--- src/rtl/anton_neopixel_apb.sv ---
// ---------------------------------------------------------------------------
// anton_neopixel_apb
//
// APB3 slave front-end for the neopixel raw driver. Every APB transfer is
// turned into one single-cycle strobe (busWrite or busRead) on the driver's
// byte bus. The read byte comes back on busDataOut one cycle later and is
// returned as prdata. Transfer timing is fixed: setup + 2 access cycles
// (IDLE -> STROBE -> DONE).
//
// Address map (byte addresses, full paddr width, unsigned):
//   0x0000 .. PIXELS_MAX-1  pixel buffer (read/write)
//   0x2000 max_lo, 0x2001 max_hi, 0x2002 ctrl (read/write)
//   0x2003 status (read-only)
// Anything else is illegal. Illegal transfers never strobe the driver but
// keep the same 3-cycle timing.
//
// Optional feature macro: ANTON_NEOPIXEL_APB_SLVERR_EN
//   defined   : pslverr=1 in the completing cycle of an illegal transfer
//   undefined : pslverr tied to 0; illegal writes dropped, illegal reads = 0
//
// Parameters:
//   PIXELS_MAX     pixel buffer depth in bytes (< 8192), matches driver
//   APB_ADDR_BITS  paddr width (>= 14); bits above 13 must be zero
//
// Ports:
//   busClk      in   bus clock (shared with driver bus side)
//   busResetN   in   asynchronous active-low reset
//   psel        in   APB select
//   penable     in   APB access phase
//   pwrite      in   1 = write, 0 = read
//   paddr       in   byte address
//   pwdata      in   write data, [7:0] used
//   prdata      out  {24'b0, byte} in the completing cycle, else 0
//   pready      out  transfer complete
//   pslverr     out  transfer error
//   busAddr     out  registered driver address
//   busDataIn   out  registered driver write byte
//   busWrite    out  one-cycle driver write strobe
//   busRead     out  one-cycle driver read strobe
//   busDataOut  in   driver read byte, valid the cycle after busRead
// ---------------------------------------------------------------------------
module anton_neopixel_apb #(
  parameter int PIXELS_MAX    = 66,
  parameter int APB_ADDR_BITS = 16
) (
  input  logic                     busClk,
  input  logic                     busResetN,
  input  logic                     psel,
  input  logic                     penable,
  input  logic                     pwrite,
  input  logic [APB_ADDR_BITS-1:0] paddr,
  input  logic [31:0]              pwdata,
  output logic [31:0]              prdata,
  output logic                     pready,
  output logic                     pslverr,
  output logic [13:0]              busAddr,
  output logic [7:0]               busDataIn,
  output logic                     busWrite,
  output logic                     busRead,
  input  logic [7:0]               busDataOut
);

  typedef enum logic [1:0] {
    IDLE   = 2'd0,
    STROBE = 2'd1,
    DONE   = 2'd2
  } state_t;

  localparam logic [12:0] PIX_LIM = 13'(PIXELS_MAX);

  state_t r_state;
  state_t w_state_next;
  logic   r_write;
  logic   r_illegal;

  logic   w_setup;
  logic   w_hi_bad;
  logic   w_pix_bad;
  logic   w_reg_bad;
  logic   w_ro_bad;
  logic   w_illegal;

  // Only the low byte of pwdata reaches the driver.
  logic   w_unused_pwdata;
  assign w_unused_pwdata = &{1'b0, pwdata[31:8]};

  // A setup phase is only accepted from IDLE; a bare penable is ignored.
  assign w_setup = (r_state == IDLE) && psel && !penable;

  // Address decode, evaluated on the setup cycle and latched with it.
  assign w_hi_bad  = (paddr >> 14) != '0;
  assign w_pix_bad = !paddr[13] && (paddr[12:0] >= PIX_LIM);
  assign w_reg_bad = paddr[13] && (paddr[12:2] != '0);
  assign w_ro_bad  = pwrite && (paddr[13:0] == 14'h2003);
  assign w_illegal = w_hi_bad || w_pix_bad || w_reg_bad || w_ro_bad;

  always_ff @(posedge busClk or negedge busResetN) begin
    if (!busResetN) begin
      r_state <= IDLE;
    end else begin
      r_state <= w_state_next;
    end
  end

  always_ff @(posedge busClk or negedge busResetN) begin
    if (!busResetN) begin
      busAddr   <= '0;
      busDataIn <= '0;
      r_write   <= 1'b0;
      r_illegal <= 1'b0;
    end else if (w_setup) begin
      busAddr   <= paddr[13:0];
      busDataIn <= pwdata[7:0];
      r_write   <= pwrite;
      r_illegal <= w_illegal;
    end
  end

  always_comb begin
    w_state_next = r_state;
    busWrite     = 1'b0;
    busRead      = 1'b0;
    pready       = 1'b0;
    prdata       = '0;
    pslverr      = 1'b0;
    case (r_state)
      IDLE: begin
        if (w_setup) w_state_next = STROBE;
      end
      STROBE: begin
        // The strobe fires even if psel drops here: the driver has already
        // been addressed and cannot be held off.
        busWrite     = r_write && !r_illegal;
        busRead      = !r_write && !r_illegal;
        w_state_next = psel ? DONE : IDLE;
      end
      DONE: begin
        // pready follows psel so a dropped select completes nothing.
        pready = psel;
        if (psel && !r_write && !r_illegal) prdata = {24'b0, busDataOut};
`ifdef ANTON_NEOPIXEL_APB_SLVERR_EN
        pslverr = psel && r_illegal;
`endif
        w_state_next = IDLE;
      end
      default: w_state_next = IDLE;
    endcase
  end

endmodule

--- config.mk ---
export PLATFORM = sky130hd
export DESIGN_NAME = anton_neopixel_apb
export DESIGN_NICKNAME = d
export VERILOG_FILES = /design/src/rtl/anton_neopixel_apb.sv
export SDC_FILE = /design/constraint.sdc
export NUM_CORES = 1
export LEC_CHECK = 0
export CORE_UTILIZATION = 33
export CTS_BUF_LIST = sky130_fd_sc_hd__clkbuf_16
export DETAILED_ROUTE_END_ITERATION = 12
export PLACE_DENSITY = 0.85
export SLEW_MARGIN = 20
export SYNTH_ARGS = -nofsm -noshare
export SYNTH_HDL_FRONTEND = slang
export SYNTH_SLANG_ARGS = --single-unit
--- constraint.sdc ---
create_clock -name busClk -period 4.44 [get_ports busClk]
set_input_delay 0.666 -clock busClk [delete_from_list [all_inputs] [get_ports busClk]]
set_output_delay 0.666 -clock busClk [all_outputs]
set_load 0.01 [all_outputs]
==> impl_metrics.toml <==
[sta]
post-route-min-period_ns = 3.318
setup_violations = 0
skew_ns = 0.003163
setup_tns_ns = 0
fin_crit_sh = 0.7473
fmax_ghz = 0.3014
grt_setup_unrepaired = "no"
final_hold_viol_count = 0
slew_violations = 0
slew-limit-headroom = 0.5791
max_slew.worst_pin.slew_ns = 0.6300

[global_route]
antenna_found_initial = 0
grt_pass1_vias = 974
grt_max_degree = 27
grt_first_pass_wirelength_mm = 4.381
grt_use_total = 0.1383
grt_overflow = 0

[synthesis]
async_flop_share = 1.000
synth_cells = 101
synth_edf_count = 0
synth_top_flop_cell = "dfrtp_1"
ys_seq_area_frac = 0.4981
synth_area_per_cell_um2 = 12.93
synth.distinct_cells = 19
yosys_warnings = 0
ys_ff_latch = 26
synth_area_um2 = 1306

[worst_setup_path]
r2r-start = "r_state[0]"
critPathLaunch = "psel"
required_ns = 3.77
cp_max_fo = 8
crit_path_start_kind = "primary input"
arrival_ns = 2.65
end_kind = "primary output"
path_class = "primary input to primary output"

[final_layout]
nets = 235
area_growth_pct = 57.47
layout-drive-gt1-share = 0.1792
n_antenna_cell = 0
final_common_cell = "clkdlybuf4s50_1"
layout_common_cells = "clkdlybuf4s50_1 (69), dfrtp_1 (26), conb_1 (25)"
stdcell_count = 221
fillCellCount = 324

[min_path]
min-delay-start = "busDataIn[3]"
worstHoldPathType = "flop to flop"

[pwr]
sequentialPowerShare = 0.393
pwr-share-clk = 0.340
sw_frac_of_total = 0.2312
p_leak_nw = 0.8606
switchingPower_mw = 0.1776
pwr-share-comb = 0.267
ir_worst_vdd_mv = 0.1729
powerDensity_nw_per_um2 = 373.5
p_int_mw = 0.5907

[floorplanning]
rows = 22
initial_core_util = 0.3515
io_pins = 119
dieArea_um2 = 4214
die_y_um = 64.92
die_w_um = 64.92
core_area_um2 = 3716

[placed_design]
dp.cells = 217
dp_hpwl_mm = 2.066
place_congestion = 0.7487
io_buffers = 69

[routing]
vias = 973
drtIter0Drc = 8
drc = 0
routed_via_density = 4.403
firstDrtPassIters = 2
routedWlPerCell_um = 12.39
ant_nets = 0
drt-total-wl_mm = 2.739

[run_status]
status = "completed"

[cts]
cts.path.max_buffers = 2
post_cts_resized = 0
ctsHoldBuffers = 0
numClockSinks = 26
root_buffer = "clkbuf_16"
path_clk_slew_ns = 0.06
tritoncts = "built"
cts_buffers = 3
clk_latency_ns = 0.26
post-cts-setup-buffer-count = 0
h-tree-depth = 1

[flow_run]
drv_cap = 0
[worst max-delay path: stages]
cell	delay (ns)
clkdlybuf4s50_1	0.49
and3b_2	0.20
nor3b_1	0.53
and2_1	0.23
clkdlybuf4s50_1	0.53
[cell usage after synthesis, types with 2 or more instances]
library cell / number / share of area
nand4_1: 2 / 0.0096
and2_1: 8 / 0.038
dfrtp_1: 26 / 0.50
mux2_2: 23 / 0.20
nor4_1: 3 / 0.014
buf_6: 2 / 0.017
buf_4: 25 / 0.14
[stage by stage]
step	hold slack [ns]	worst slack [ns]	util	total power, mW	area, um2
floorplan	0.3704	2.280	-	0.4002	1396
global placement	0.4892	1.138	0.5253	0.5090	1952
detailed placement	0.4941	1.092	0.5253	0.5138	1952
CTS	0.5108	1.088	0.5535	0.7802	2057
global route	0.5337	0.9490	0.5535	0.8094	2057
finish	0.5053	1.122	0.5535	0.7683	2057
[final timing paths]
path / to / slack, ns / cells past startpoint
worst max-delay path: prdata[0] / 1.12 / 5
worst min-delay path: busDataIn[3] / 0.51 / 1
worst max register to register: busAddr[5] / 2.89 / 3
worst min register to register: busDataIn[3] / 0.51 / 1
max in group asynchronous: r_state[1] / 3.42 / 2
min in group asynchronous: busAddr[9] / 0.77 / 2
[power by group through the flow]
stage	Clock (mW)	Sequential, mW	Combinational, mW
finish	0.261	0.302	0.205
global route	0.280	0.308	0.221
CTS	0.269	0.304	0.208
detailed placement	0	0.307	0.206
global placement	0	0.305	0.204
floorplan	0	0.324	0.0758
[registers in the layout, summed over array words and instances (netlist names)]
name       flops
r_illegal      1
busAddr       14
r_write        1
busDataIn      8
r_state        2
[cells by family (layout without fill, tap and decap cells)]
| logic type | count (synthesis) | after routing | synth area share |
|---|---|---|---|
| buffers and inverters | 28 | 76 | 0.1638 |
| flip-flops | 26 | 26 | 0.4981 |
| multiplexers | 23 | 23 | 0.1983 |
| AND/OR/NAND/NOR | 20 | 20 | 0.1178 |
| AO/OA/AOI/OAI | 3 | 3 | 0.01916 |
| other | 1 | 25 | 0.002871 |
[per-layer routing]
metal,vias to the layer above,global-route usage,part of all wire
met5,-,0,0
met4,0,0.05833,0.020
met3,6,0.06162,0.12
met2,63,0.2383,0.49
met1,459,0.1443,0.37
li1,445,-,-
[layout make-up]
class / instances / area, um2 / share of cell area
clock buffers: 3 / 75.07 / 0.03650
clock inverters: 1 / 30.03 / 0.01460
inverters: 1 / 3.754 / 0.001825
multi-input cells: 71 / 531.8 / 0.2585
flip-flops and latches: 26 / 650.6 / 0.3163
well taps: 48 / 60.06 / 0.02920
repair buffers: 71 / 705.7 / 0.3431
Note: power is estimated with default switching activity, not from simulation.
